$ cat src/rtl/uart_send.sv
// uart_send: byte-wide transmit FIFO feeding an 8N1 serialiser on uart_t.
// Bytes enter via a tx_valid/tx_ready handshake and leave LSB first.
//
// state | meaning
// IDLE  | line high, waiting for a queued byte
// START | start bit (0) on the line
// DATA  | data bit shift_q[idx_q] on the line
// STOP  | stop bit (1); on its last cycle chain straight into the next START
module uart_send #(
  parameter int CLK_FRE    = 50000000,
  parameter int UART_BPS   = 9600,
  parameter int FIFO_DEPTH = 4
) (
  input  logic                          sys_clk,
  input  logic                          sys_rst,
  input  logic                          tx_valid,
  input  logic [7:0]                    tx_data,
  output logic                          tx_ready,
  output logic                          uart_t,
  output logic                          uart_busy,
  output logic [$clog2(FIFO_DEPTH):0]   fifo_count
);

  localparam int          PW       = $clog2(FIFO_DEPTH);
  localparam int          BPS_CNT  = CLK_FRE / UART_BPS;
  localparam logic [15:0] BIT_LAST = 16'(BPS_CNT - 1);
  localparam logic [PW:0] DEPTH_C  = (PW + 1)'(FIFO_DEPTH);

  typedef enum logic [1:0] {IDLE, START, DATA, STOP} state_t;

  state_t          state_q, state_d;
  logic [15:0]     cnt_q, cnt_d;
  logic [2:0]      idx_q, idx_d;
  logic [7:0]      shift_q, shift_d;
  logic            uart_t_q, uart_t_d;
  logic            busy_q, busy_d;
  logic [PW-1:0]   wr_ptr_q, wr_ptr_d;
  logic [PW-1:0]   rd_ptr_q, rd_ptr_d;
  logic [PW:0]     count_q, count_d;
  logic [7:0]      mem_q [FIFO_DEPTH];
  logic [7:0]      mem_d [FIFO_DEPTH];

  logic push, pop, not_empty, bit_done;

  // tx_ready looks only at the registered count; a same-cycle pop never frees a slot
  assign tx_ready   = (count_q < DEPTH_C);
  assign uart_t     = uart_t_q;
  assign uart_busy  = busy_q;
  assign fifo_count = count_q;

  // next-state: FIFO bookkeeping, bit timer (down-counter, advance at zero), frame sequencing
  always_comb begin
    state_d   = state_q;
    cnt_d     = cnt_q;
    idx_d     = idx_q;
    shift_d   = shift_q;
    uart_t_d  = uart_t_q;
    wr_ptr_d  = wr_ptr_q;
    rd_ptr_d  = rd_ptr_q;
    count_d   = count_q;
    mem_d     = mem_q;
    pop       = 1'b0;
    push      = tx_valid && tx_ready;
    not_empty = (count_q != '0);
    bit_done  = (cnt_q == '0);

    case (state_q)
      IDLE: begin
        uart_t_d = 1'b1;
        if (not_empty) pop = 1'b1;
      end
      START: begin
        if (bit_done) begin
          state_d  = DATA;
          idx_d    = 3'd0;
          cnt_d    = BIT_LAST;
          uart_t_d = shift_q[0];
        end else begin
          cnt_d = cnt_q - 16'd1;
        end
      end
      DATA: begin
        if (bit_done) begin
          cnt_d = BIT_LAST;
          if (idx_q == 3'd7) begin
            state_d  = STOP;
            uart_t_d = 1'b1;
          end else begin
            idx_d    = idx_q + 3'd1;
            uart_t_d = shift_q[idx_d];
          end
        end else begin
          cnt_d = cnt_q - 16'd1;
        end
      end
      STOP: begin
        if (bit_done) begin
          if (not_empty) begin
            pop = 1'b1;
          end else begin
            state_d  = IDLE;
            uart_t_d = 1'b1;
          end
        end else begin
          cnt_d = cnt_q - 16'd1;
        end
      end
      default: begin
        state_d  = IDLE;
        uart_t_d = 1'b1;
      end
    endcase

    // pop loads the shifter and starts a frame with the start bit already on the line
    if (pop) begin
      state_d  = START;
      shift_d  = mem_q[rd_ptr_q];
      rd_ptr_d = rd_ptr_q + PW'(1);
      cnt_d    = BIT_LAST;
      uart_t_d = 1'b0;
    end

    if (push) begin
      mem_d[wr_ptr_q] = tx_data;
      wr_ptr_d        = wr_ptr_q + PW'(1);
    end

    case ({push, pop})
      2'b10:   count_d = count_q + (PW + 1)'(1);
      2'b01:   count_d = count_q - (PW + 1)'(1);
      default: count_d = count_q;
    endcase

    busy_d = (state_d != IDLE);
  end

  // state register; reset drops any frame in flight and empties the FIFO
  always_ff @(posedge sys_clk or negedge sys_rst) begin
    if (!sys_rst) begin
      state_q  <= IDLE;
      cnt_q    <= '0;
      idx_q    <= '0;
      shift_q  <= '0;
      uart_t_q <= 1'b1;
      busy_q   <= 1'b0;
      wr_ptr_q <= '0;
      rd_ptr_q <= '0;
      count_q  <= '0;
      mem_q    <= '{default: '0};
    end else begin
      state_q  <= state_d;
      cnt_q    <= cnt_d;
      idx_q    <= idx_d;
      shift_q  <= shift_d;
      uart_t_q <= uart_t_d;
      busy_q   <= busy_d;
      wr_ptr_q <= wr_ptr_d;
      rd_ptr_q <= rd_ptr_d;
      count_q  <= count_d;
      mem_q    <= mem_d;
    end
  end

endmodule

$ cat config.mk
export PLATFORM = sky130hd
export DESIGN_NAME = uart_send
export DESIGN_NICKNAME = d
export VERILOG_FILES = /design/src/rtl/uart_send.sv
export SDC_FILE = /design/constraint.sdc
export NUM_CORES = 1
export LEC_CHECK = 0
export ABC_CLOCK_PERIOD_IN_PS = 3600
export BUFFER_PORTS_ARGS = -buffer_cell sky130_fd_sc_hd__buf_2
export CAP_MARGIN = 30
export CELL_PAD_IN_SITES_DETAIL_PLACEMENT = 1
export CELL_PAD_IN_SITES_GLOBAL_PLACEMENT = 2
export CORE_MARGIN = 1.5
export CORE_UTILIZATION = 35
export CTS_BUF_LIST = sky130_fd_sc_hd__clkbuf_8
export CTS_CLUSTER_SIZE = 25
export DETAILED_ROUTE_END_ITERATION = 12
export GPL_TIMING_DRIVEN = 0
export PLACE_DENSITY = 0.76
export SLEW_MARGIN = 15
export SYNTH_ARGS = -nofsm -noshare
export SYNTH_HDL_FRONTEND = slang
export SYNTH_SLANG_ARGS = --single-unit
$ cat constraint.sdc
create_clock -name sys_clk -period 3.6 [get_ports sys_clk]
set_clock_uncertainty 0.05 [all_clocks]
set_input_delay 0.36 -clock sys_clk [delete_from_list [all_inputs] [get_ports sys_clk]]
set_output_delay 0.36 -clock sys_clk [all_outputs]
set_load 0.02 [all_outputs]
==> results.json <==
{
  "htree_levels": 3,
  "antenna_found_initial": 0,
  "worstPathRequired_ps": 3840,
  "vdd_drop_max_v": 0.000331,
  "clock_latency_ps": 360,
  "crit_path_cell_trace": "inv_1 -> ha_1 -> nor3b_2 -> and3_1 -> a31oi_4 -> buf_6 -> inv_1 -> ha_1 -> inv_1 -> fa_1 -> xor2_1 -> nor2_1 -> xnor2_1",
  "post-route-period-util": 0.806,
  "relSlewSlack": 0.458,
  "die_area_um2": 10900,
  "synthTopCellsByCount": "dfrtp_1, mux2_2, inv_1",
  "synth.avg_cell_area_um2": 12.1,
  "synth_fp_nets": 321,
  "cp_slowest_cell": "dfrtp_1",
  "first_pass_iters": 4,
  "async_reset_ff_frac": 1.00,
  "first_global_vias": 2649,
  "grt_max_degree": 40,
  "drt-total-wl_um": 7830,
  "max_stage_delay_ps": 420,
  "finalPower_mw": 3.36,
  "synthCells": 297,
  "dp_hpwl_um": 5650,
  "status": "finished clean",
  "endpoint_kind": "flip-flop",
  "ant_nets": 0,
  "yosys_most_used_dff": "dfrtp_1",
  "vias_per_cell": 5.23,
  "avgRoutedWirePerCell_um": 16.9,
  "finalSetupViolations": 0,
  "top_level_ports": 17,
  "yosys_warnings": 0,
  "cts_tree": "yes",
  "route.detailed.drc": 0,
  "pre_cts_slack_ps": 704,
  "synth_top_area_cell": "dfrtp_1",
  "rows": 36,
  "grt_setup_unrepaired": "no",
  "cts_hold_buf": 1,
  "clock_path_buffers": 2,
  "synth_area_um2": 3610,
  "yosys_register_bits": 70,
  "fmax_mhz": 345,
  "startpoint_type": "flip-flop",
  "critPathMostFrequentCell": "inv_1",
  "power_leakage_nw": 1.86,
  "io_buffers": 16,
  "dieWidth_um": 105,
  "die_h_um": 105,
  "clockRootBuffer": "clkbuf_8",
  "hold_class": "input port to flip-flop",
  "grt-ovfl-total": 0,
  "route.met3.wl_um": 258,
  "grt_pass1_wl_um": 13500,
  "final_util": 0.416,
  "power_density_nw_per_um2": 819,
  "met1_length_um": 3770,
  "finalCriticalPeriod_ps": 2900,
  "first_iter_violations": 52,
  "drv_slew": 0,
  "setup_ws_ps": 700,
  "routed-via-count": 2429,
  "layout-drive-gt1-share": 0.299,
  "top_layer_used": "met4",
  "nNetsFinal": 350,
  "synth_top_area_share": 0.479,
  "worstMarginPinSlew_ps": 813,
  "seq_area_frac_synth": 0.486,
  "finalNonFillerCells": 464,
  "setup_tns_ps": 0,
  "cp.arrival_ps": 3140,
  "critical_path_buf_inv_count": 4,
  "postCtsSetupBuffers": 0,
  "cts_resized": 0,
  "hold_viol": 0,
  "core_um2": 9860,
  "synth-edff-count": 0,
  "syn_to_final_growth_pct": 13.6,
  "cts_buffers": 9,
  "diodes": 0,
  "cp_top_family": "adder cells",
  "cts.sinks": 70,
  "wl_met2_um": 3660,
  "initial_utilization": 0.366,
  "synthDistinctLibCells": 60,
  "cap_viol_max_count": 0,
  "synth_most_common_cell": "dfrtp_1",
  "dp_cells": 447,
  "setup.worst_path.class": "flip-flop to flip-flop",
  "path_clk_slew_ps": 90,
  "synthTopCellsByArea": "dfrtp_1, mux2_2, mux4_2",
  "gp_congestion": 0.742,
  "crit_fanout": 10,
  "grt.total_usage": 0.159
}
## stage by stage
| step | area (um^2) | hold WS, ps |
|---|---|---|
| after floorplan | 3610 | 14.4 |
| after global placement | 3850 | 430 |
| after detailed placement | 3880 | 287 |
| after CTS | 4100 | 194 |
| after global routing | 4100 | 207 |
| final | 4100 | 210 |
## logic make-up (layout without fill, tap and decap cells)
logic type	after synthesis	after routing	share of synthesized area
and+or+nand+nor	72	72	0.111
DFF	70	70	0.486
AOI/OAI and AO/OA	55	55	0.107
muxes	51	51	0.195
buffers and inverters	30	64	0.0388
adders and majority gates	13	13	0.0472
xor gates and xnor gates	6	6	0.0146
## cell usage in the layout, fill, tap and decap left out, types with 4 or more instances in the layout
| master | synthesis | routed |
|---|---|---|
| a21oi_1 | 11 | 11 |
| a31oi_1 | 9 | 9 |
| and2_1 | 4 | 4 |
| and3_1 | 4 | 4 |
| buf_2 | 2 | 17 |
| clkbuf_8 | 0 | 9 |
| dfrtp_1 | 69 | 69 |
| ha_1 | 12 | 12 |
| inv_1 | 21 | 21 |
| mux2_2 | 35 | 35 |
| mux2_4 | 5 | 5 |
| mux4_2 | 10 | 10 |
| nand2_1 | 18 | 18 |
| nand2b_1 | 4 | 4 |
| nand3_1 | 4 | 4 |
| nor2_1 | 14 | 14 |
| nor4_1 | 4 | 4 |
| o21ai_0 | 11 | 11 |
| xnor2_1 | 4 | 4 |
## final cells by class
cell class	count	area, um^2
plain buffers	9	61.3
clock buffers	9	124
clock inverters	7	87.6
fillers	1067	5770
inverters	21	78.8
multi-input cells	197	1720
flip-flops and latches	70	1750
well taps	133	166
repair buffers	18	113
## path summary, 6_finish.rpt
| path | to | slack, ps | depth (start not counted) | start |
|---|---|---|---|---|
| setup / recovery | fifo_count[2]$_DFFE_PN0P_ | 700 | 13 | cnt_q[0]$_DFFE_PN0P_ |
| min in group asynchronous | cnt_q[10]$_DFFE_PN0P_ | 420 | 2 | sys_rst |
| setup reg to reg | fifo_count[2]$_DFFE_PN0P_ | 700 | 13 | cnt_q[0]$_DFFE_PN0P_ |
| hold / removal | mem_q[15]$_DFFE_PN0P_ | 210 | 2 | tx_data[7] |
| max in group asynchronous | mem_q[24]$_DFFE_PN0P_ | 2520 | 3 | sys_rst |
| hold reg to reg | mem_q[15]$_DFFE_PN0P_ | 460 | 1 | mem_q[15]$_DFFE_PN0P_ |
## state kept, by name, summed over array words and instances (netlist names)
signal	cells
mem_q	32
wr_ptr_q	2
idx_q	3
rd_ptr_q	2
shift_q	8
uart_t	1
cnt_q	16
state_q	2
fifo_count	3
uart_busy	1
## worst reg2reg max path, cell delays in order, from the launching register on
cell and delay (ps):
dfrtp_1 420, inv_1 80, ha_1 180, nor3b_2 310, and3_1 260, a31oi_4 130, buf_6 180, inv_1 170
ha_1 220, inv_1 60, fa_1 370, xor2_1 150, nor2_1 120, xnor2_1 130
## per-layer routing
metal / track usage / vias up
met5: 0 / -
met4: 0.0665 / 0
met3: 0.0374 / 10
met2: 0.251 / 29
met1: 0.208 / 1243
li1: - / 1147
## power by group
part | internal (mW) | switching, mW
logic | 0.707 | 0.676
registers | 1.11 | 0.185
clock network | 0.336 | 0.347
No activity file was read; power rests on OpenSTA's default activity.
